--- src/rtl/spi3w_target.sv ---
`default_nettype none
// ============================================================================
// spi3w_target: three-wire half-duplex SPI target with a byte register port.
// Optional burst mode: define SPI3W_TARGET_AUTOINC_EN.  Rev 1.0
// ============================================================================
module spi3w_target #(
    parameter int ADDR_W = 4
) (
    input  logic              clk_i,
    input  logic              rst_i,
    input  logic              spi_cs_i,
    input  logic              spi_sclk_i,
    input  logic              spi_sdio_i,
    output logic              spi_sdio_o,
    output logic              spi_sdio_oe_o,
    output logic [ADDR_W-1:0] reg_addr_o,
    output logic [7:0]        reg_wdata_o,
    output logic              reg_we_o,
    output logic              reg_re_o,
    input  logic [7:0]        reg_rdata_i,
    output logic              frame_err_o
);

`ifdef SPI3W_TARGET_AUTOINC_EN
    localparam bit c_autoinc = 1'b1;
`else
    localparam bit c_autoinc = 1'b0;
`endif

    typedef enum logic [1:0] {
        S_IDLE  = 2'd0,
        S_CMD   = 2'd1,
        S_WDATA = 2'd2,
        S_RDATA = 2'd3
    } state_t;

    state_t      r_state;
    logic [2:0]  r_cs_sync;
    logic [2:0]  r_sclk_sync;
    logic [1:0]  r_sdio_sync;
    logic [2:0]  r_bit_cnt;
    logic [7:0]  r_rx_shift;
    logic [7:0]  r_tx_shift;
    logic        r_load;
    logic        r_done;

    logic        w_sclk_rise;
    logic        w_sclk_fall;
    logic        w_cs_rise;
    logic        w_cs_fall;
    logic [7:0]  w_rx_byte;

    // Stage [1] is the synchronized level, stage [2] the previous one for edges.
    always_ff @(posedge clk_i) begin
        if (rst_i) begin
            r_cs_sync   <= 3'b111;
            r_sclk_sync <= 3'b000;
            r_sdio_sync <= 2'b00;
        end else begin
            r_cs_sync   <= {r_cs_sync[1:0], spi_cs_i};
            r_sclk_sync <= {r_sclk_sync[1:0], spi_sclk_i};
            r_sdio_sync <= {r_sdio_sync[0], spi_sdio_i};
        end
    end

    assign w_sclk_rise = r_sclk_sync[1] & ~r_sclk_sync[2];
    assign w_sclk_fall = ~r_sclk_sync[1] & r_sclk_sync[2];
    assign w_cs_rise   = r_cs_sync[1] & ~r_cs_sync[2];
    assign w_cs_fall   = ~r_cs_sync[1] & r_cs_sync[2];
    assign w_rx_byte   = {r_rx_shift[6:0], r_sdio_sync[1]};

    always_ff @(posedge clk_i) begin
        if (rst_i) begin
            r_state       <= S_IDLE;
            r_bit_cnt     <= 3'd0;
            r_rx_shift    <= 8'd0;
            r_tx_shift    <= 8'd0;
            r_load        <= 1'b0;
            r_done        <= 1'b0;
            spi_sdio_o    <= 1'b0;
            spi_sdio_oe_o <= 1'b0;
            reg_addr_o    <= '0;
            reg_wdata_o   <= 8'd0;
            reg_we_o      <= 1'b0;
            reg_re_o      <= 1'b0;
            frame_err_o   <= 1'b0;
        end else begin
            reg_we_o    <= 1'b0;
            reg_re_o    <= 1'b0;
            frame_err_o <= 1'b0;

            if (r_load) begin
                r_tx_shift <= reg_rdata_i;
                r_load     <= 1'b0;
            end

            // Write address advances the cycle after the strobe so the strobe
            // itself carries the address the byte was meant for.
            if (c_autoinc && reg_we_o) begin
                reg_addr_o <= reg_addr_o + ADDR_W'(1);
            end

            if (w_cs_rise) begin
                r_state       <= S_IDLE;
                r_bit_cnt     <= 3'd0;
                r_done        <= 1'b0;
                r_load        <= 1'b0;
                spi_sdio_oe_o <= 1'b0;
                spi_sdio_o    <= 1'b0;
                frame_err_o   <= (r_bit_cnt != 3'd0);
            end else begin
                case (r_state)
                    S_IDLE: begin
                        if (w_cs_fall) begin
                            r_state    <= S_CMD;
                            r_bit_cnt  <= 3'd0;
                            r_rx_shift <= 8'd0;
                            r_done     <= 1'b0;
                        end
                    end
                    S_CMD: begin
                        if (w_sclk_rise) begin
                            r_rx_shift <= w_rx_byte;
                            r_bit_cnt  <= r_bit_cnt + 3'd1;
                            if (r_bit_cnt == 3'd7) begin
                                reg_addr_o <= w_rx_byte[ADDR_W-1:0];
                                if (w_rx_byte[7]) begin
                                    r_state  <= S_RDATA;
                                    reg_re_o <= 1'b1;
                                    r_load   <= 1'b1;
                                end else begin
                                    r_state <= S_WDATA;
                                end
                            end
                        end
                    end
                    S_WDATA: begin
                        if (w_sclk_rise && !r_done) begin
                            r_rx_shift <= w_rx_byte;
                            r_bit_cnt  <= r_bit_cnt + 3'd1;
                            if (r_bit_cnt == 3'd7) begin
                                reg_wdata_o <= w_rx_byte;
                                reg_we_o    <= 1'b1;
                                r_done      <= ~c_autoinc;
                            end
                        end
                    end
                    S_RDATA: begin
                        if (w_sclk_fall) begin
                            if (!r_done) begin
                                spi_sdio_oe_o <= 1'b1;
                                spi_sdio_o    <= r_tx_shift[7];
                                r_tx_shift    <= {r_tx_shift[6:0], 1'b0};
                            end else begin
                                spi_sdio_oe_o <= 1'b0;
                                spi_sdio_o    <= 1'b0;
                            end
                        end
                        if (w_sclk_rise && !r_done) begin
                            r_bit_cnt <= r_bit_cnt + 3'd1;
                            if (r_bit_cnt == 3'd7) begin
                                if (c_autoinc) begin
                                    reg_addr_o <= reg_addr_o + ADDR_W'(1);
                                    reg_re_o   <= 1'b1;
                                    r_load     <= 1'b1;
                                end else begin
                                    r_done <= 1'b1;
                                end
                            end
                        end
                    end
                    default: r_state <= S_IDLE;
                endcase
            end
        end
    end

endmodule
`default_nettype wire

--- config.mk ---
export PLATFORM = sky130hd
export DESIGN_NAME = spi3w_target
export DESIGN_NICKNAME = d
export VERILOG_FILES = /design/src/rtl/spi3w_target.sv
export SDC_FILE = /design/constraint.sdc
export NUM_CORES = 1
export LEC_CHECK = 0
export ABC_AREA = 1
export ABC_CLOCK_PERIOD_IN_PS = 2700
export CORE_ASPECT_RATIO = 1.2
export CORE_MARGIN = 5
export CORE_UTILIZATION = 55
export CTS_CLUSTER_SIZE = 30
export DETAILED_ROUTE_END_ITERATION = 16
export PLACE_DENSITY = 0.81
export SETUP_SLACK_MARGIN = 0.5
export SYNTH_ARGS = -nofsm -noshare
export SYNTH_HDL_FRONTEND = slang
export SYNTH_SLANG_ARGS = --single-unit
--- constraint.sdc ---
create_clock -name clk_i -period 2.7 [get_ports clk_i]
set_input_delay 0.405 -clock clk_i [delete_from_list [all_inputs] [get_ports clk_i]]
set_output_delay 0.405 -clock clk_i [all_outputs]
set_load 0.01 [all_outputs]
* Word level (Yosys, flattened, before mapping)
Cells that the tools add are included.
** Cells by class
- Reduce and logical (&&, ||, !) cells :: 19
- Multiplexer cells :: 26
- $lt $le $gt $ge :: 0
- $add $sub $neg :: 1
- Bitwise logic cells :: 14
- Multipliers :: 0
- Eq/ne operators :: 10
- Divide/modulo/power cells :: 0
- Shift operators :: 0
** Operators with widths (number)
- $mux W8 :: 5
- $mux W7 :: 3
- $pmux W7 S3 :: 1
- $reduce_and A4 Y1 :: 4
- $not A1 Y1 :: 10
- $mux W3 :: 3
- $pmux W3 S3 :: 1
- $mux W1 :: 8
- $ne A2 B2 Y1 const B :: 4
- $mux W2 :: 3
- $reduce_bool A3 Y1 :: 2
- $reduce_or A2 Y1 :: 3
- $reduce_and A5 Y1 :: 1
- $reduce_or A5 Y1 :: 1
- $and A1 B1 Y1 :: 4
- $eq A2 B2 Y1 const B :: 2
- $ne A2 B1 Y1 const B :: 2
- $pmux W2 S2 :: 1
- $reduce_bool A2 Y1 :: 2
- $reduce_or A4 Y1 :: 1
- $add A3 B1 Y3 const B :: 1
- $eq A3 B3 Y1 const B :: 1
- $reduce_and A3 Y1 :: 1
- $eq A2 B1 Y1 const B :: 1
- 5 further kinds :: 5
** Storage, ports and cells
- Register bits after elaboration :: 46
- Bits of input ports :: 13
- Bits in latches :: 0
- Memories :: 0
- RAM bits :: 0
- ROM bits :: 0
- Output and inout bits :: 17
- Word-level logic and storage cells :: 85

* Depth between registers and ports, before layout
- Depth after elaboration :: 5
- Depth in mapped cells :: 8
- Gate-level depth less buffers :: 8

* Worst setup path after synthesis
Ideal clock, no wire load.
- Path type :: register -> register
- Start point :: register r_state[0]
- End point :: register r_bit_cnt[0]
- Setup time :: 0.113 ns
- Period minus slack after synthesis :: 1.394 ns
- Setup slack :: 1.306 ns
- Arrival :: 1.281 ns
- Buffers on the path :: 0
- Cell stages (with the launch flop) :: 8
- Required time :: 2.587 ns
- Cells stage by stage :: dfxtp_1 -> inv_1 -> ha_1 -> or2_2 -> a21oi_4 -> nand2_1 -> nand2_1 -> nor2_1
** On the way
- Longest elaborated chain between the ends :: 4
- Elaborated cells on any way between the ends :: 10
- Classes of those cells :: 6 x eq/ne; 1 x mux; 3 x reduce/logical
** RTL lines
- start: declaration :: RTL line 37 : state_t r_state;
- start signal: assignment :: RTL line 74 : r_state <= S_IDLE;
- start signal: assignment :: RTL line 104 : r_state <= S_IDLE;
- start signal: assignment :: RTL line 115 : r_state <= S_CMD;
- $eq A2 B2 Y1 :: RTL line 112 : case (r_state)
- $reduce_or A2 Y1 (no source line)
- $ne A2 B1 Y1 (no source line)
- $reduce_and A3 Y1 (no source line)
- end signal: assignment :: RTL line 124 : r_bit_cnt <= r_bit_cnt + 3'd1;
- end signal: assignment :: RTL line 140 : r_bit_cnt <= r_bit_cnt + 3'd1;
- end signal: assignment :: RTL line 160 : r_bit_cnt <= r_bit_cnt + 3'd1;
- end: declaration :: RTL line 41 : logic [2:0] r_bit_cnt;
Several ways; a longest one is shown, not always the timed one.
A chain may end at the register's enable or synchronous reset.

==> flow_metrics.env <==
export IMPL_overflow=0
export IMPL_grt_max_degree=25
export IMPL_drt_total_wl_um=3860
export IMPL_grt_pass1_wl_um=7130
export IMPL_fp_row_count=24
export IMPL_portion_of_the_clock_cycle_consumed_by_the_worst_path_in_the_final_layout_pct=72.3
export IMPL_syn_avg_cell_area_sq_um=7.49
export IMPL_routed_top_layer="met4"
export IMPL_diodes_inserted=0
export IMPL_critical_path_cell_by_cell="clkdlybuf4s50_1"
export IMPL_worst_setup_hold_path_clk_slew_ns=0.08
export IMPL_post_drt_via_cell_ratio=5.01
export IMPL_power_per_cell_area_nw_per_um2=566
export IMPL_post_cts_resized_instances=0
export IMPL_timing_setup_critical_path_class="flip-flop to primary output"
export IMPL_cp_start_kind="flip-flop"
export IMPL_synth_seq_cells=46
export IMPL_mostFrequentLayoutCells="51 x sky130_fd_sc_hd__nor2_1, 50 x sky130_fd_sc_hd__nand2_1, 46 x sky130_fd_sc_hd__dfxtp_1, 35 x sky130_fd_sc_hd__inv_1, 29 x sky130_fd_sc_hd__clkdlybuf4s50_1"
export IMPL_timing_critical_path_slowest_stage_cell="sky130_fd_sc_hd__clkdlybuf4s50_1"
export IMPL_hp_class="flip-flop to flip-flop"
export IMPL_grt_pass1_vias=1591
export IMPL_post_route_cells_drive_above_1_share_pct=9.97
export IMPL_cts_hold_buffers=0
export IMPL_cts_buffers_inserted=5
export IMPL_final_common_cell="sky130_fd_sc_hd__nor2_1"
export IMPL_cts_tree="yes"
export IMPL_worst_skew_pair_late_latency_ns=0.30
export IMPL_cp_top_family="buffers and inverters"
export IMPL_rsz_0062_raised_after_global_routing="no"
export IMPL_detail_route_iter0_violations=134
export IMPL_clock_root_buffer="sky130_fd_sc_hd__clkbuf_8"
export IMPL_syn_num_nets=288
export IMPL_hpwlAfterDp_um=2820
export IMPL_netlist_area_sq_um=2010
export IMPL_clock_skew_final_ns=0.00508
export IMPL_ios=30
export IMPL_worst_path_buf_inv=1
export IMPL_synth_to_final_area_change_pct=20.4
export IMPL_initial_core_utilization_pct=56.2
export IMPL_drv_max_cap_violation_count=0
export IMPL_post_drt_wl_per_cell_um=11.4
export IMPL_slew_headroom_pct=58.8
export IMPL_setup_violations_final=0
export IMPL_timing_critical_path_fanout_max=17
export IMPL_reg2regPathDepth=7
export IMPL_drt_pass1_iterations=4
export IMPL_arrival_ns=1.55
export IMPL_slowest_delay_ns=0.63
export IMPL_total_negative_slack_for_setup_checks_ns=0
export IMPL_timing_rr_start="r_bit_cnt[0]$_SDFFE_PP0P_"
export IMPL_drc=0
export IMPL_antenna_found_initial=0
export IMPL_setup_reg_to_reg_worst_slack_ns=1.00
export IMPL_setup_worst_path_start="r_load$_SDFF_PP0_"
export IMPL_worst_ep_required_time_ns=2.30
export IMPL_height_of_the_die_um=76.2
export IMPL_globalRouteTotalUtil_pct=17.9
export IMPL_via_count=1704
export IMPL_max_slew_worst_pin_slew_ns=0.617
export IMPL_status="complete, no violations"
export IMPL_report_final_slew_viol_count=0
export IMPL_leakagePower_nw=1.06
export IMPL_gp_routability_congestion=0.795
export IMPL_wl_met1_um=1790
export IMPL_yosys_warnings=0
export IMPL_synth_seq_area_share_pct=45.9
export IMPL_shortest_clock_period_the_worst_path_allows_after_layout_ns=1.95
export IMPL_cts_htree_levels=2
export IMPL_core_sq_um=3570
export IMPL_layout_nets=320
export IMPL_max_clock_path_buffers=2
export IMPL_die_x_um=65.1
export IMPL_distinct_cells_synth=26
export IMPL_whs_ns=0.414
export IMPL_wl_met3_um=115
export IMPL_maxClockFrequency_ghz=0.512
export IMPL_ir_worst_vdd_mv=0.380
export IMPL_timing_rr_end="reg_wdata_o[1]$_SDFFE_PP0P_"
export IMPL_finalHoldViolations=0
export IMPL_crit_end="reg_re_o"
export IMPL_die_area_sq_um=4960
export IMPL_ant_nets=0
export IMPL_clock_sink_count=46
export IMPL_syn_inst=268
export IMPL_setup_worst_path_end_class="primary output"
export IMPL_timing_critical_path_depth=1
export IMPL_routed_wl_met2_um=1890
export IMPL_port_buffer_count=29
export IMPL_cts_repair_timing_setup_buffer_count=0
## cell type report
class	instances	area, sq um
Multi-Input combinational cell	180	920
Timing Repair Buffer	30	298
Inverter	37	139
Tap cell	39	48.8
Sequential cell	46	921
Fill cell	313	1160
Clock buffer	7	86.3
Clock inverter	1	5.00
## worst min path at each step
stage	startpoint	endpoint	slack (ns)	cells past startpoint
3_3_place_gp	r_sdio_sync[0]$_SDFF_PP0_	r_sdio_sync[1]$_SDFF_PP0_	0.39	2
4_1_cts	r_sclk_sync[0]$_SDFF_PP0_	r_sclk_sync[1]$_SDFF_PP0_	0.42	2
6_report	r_sclk_sync[0]$_SDFF_PP0_	r_sclk_sync[1]$_SDFF_PP0_	0.41	2
2_1_floorplan	r_sclk_sync[0]$_SDFF_PP0_	r_sclk_sync[1]$_SDFF_PP0_	0.39	2
5_1_grt	r_cs_sync[0]$_SDFF_PP1_	r_cs_sync[1]$_SDFF_PP1_	0.43	1
3_5_place_dp	r_cs_sync[0]$_SDFF_PP1_	r_cs_sync[1]$_SDFF_PP1_	0.40	1
## Yosys cell counts (all sizes together)
master   instances  area share (%)
or2              3            0.94
ha               7             4.4
o21ai           26             6.5
nor2            56              11
nor4             1            0.31
nand4            2             1.4
buf              2            0.81
clkbuf           3            0.56
o2111ai          1            0.44
nand3           13             4.0
dfxtp           46              46
inv             37             6.9
a21oi           14             4.2
a211oi           1            0.37
nand2           56              12
## cells by family after synthesis
kind of cell | count (synthesis) | synth area share (%)
and+or+nand+nor | 131 | 29.9
DFF | 46 | 45.9
adders and majority gates | 7 | 4.36
AOI/OAI and AO/OA | 42 | 11.5
buffers and inverters | 42 | 8.29
## sequential cells by signal, summed over array words and instances, names as in the netlist, 2 cells and up
signal	cells
r_tx_shift	8
reg_wdata_o	8
r_rx_shift	7
reg_addr_o	4
r_bit_cnt	3
r_cs_sync	3
r_sclk_sync	3
r_sdio_sync	2
r_state	2
## power breakdown
group | switching (W) | internal [W] | leakage [nW]
registers | 0.0000270 | 0.000712 | 0.374
clock network | 0.000224 | 0.000207 | 0.0482
logic | 0.000120 | 0.0000787 | 0.639
## layer usage
metal | vias to the layer above | global-route usage, %
met4 | 0 | 6.64
met1 | 771 | 22.0
li1 | 902 | -
met5 | - | 0
met3 | 6 | 4.42
met2 | 25 | 30.0
## metrics by stage
step	power (W)	setup slack (ns)	cells	cell area (sq um)	utilization [%]
after floorplan	0.000896	1.31	268	2010	-
after detailed placement	0.000952	0.830	332	2330	65.1
final	0.00137	0.747	340	2420	67.6
after global routing	0.00144	0.659	340	2420	67.6
after global placement	0.000945	0.843	332	2330	65.1
after CTS	0.00137	0.743	340	2420	67.6
No activity file was read; power rests on OpenSTA's default activity.
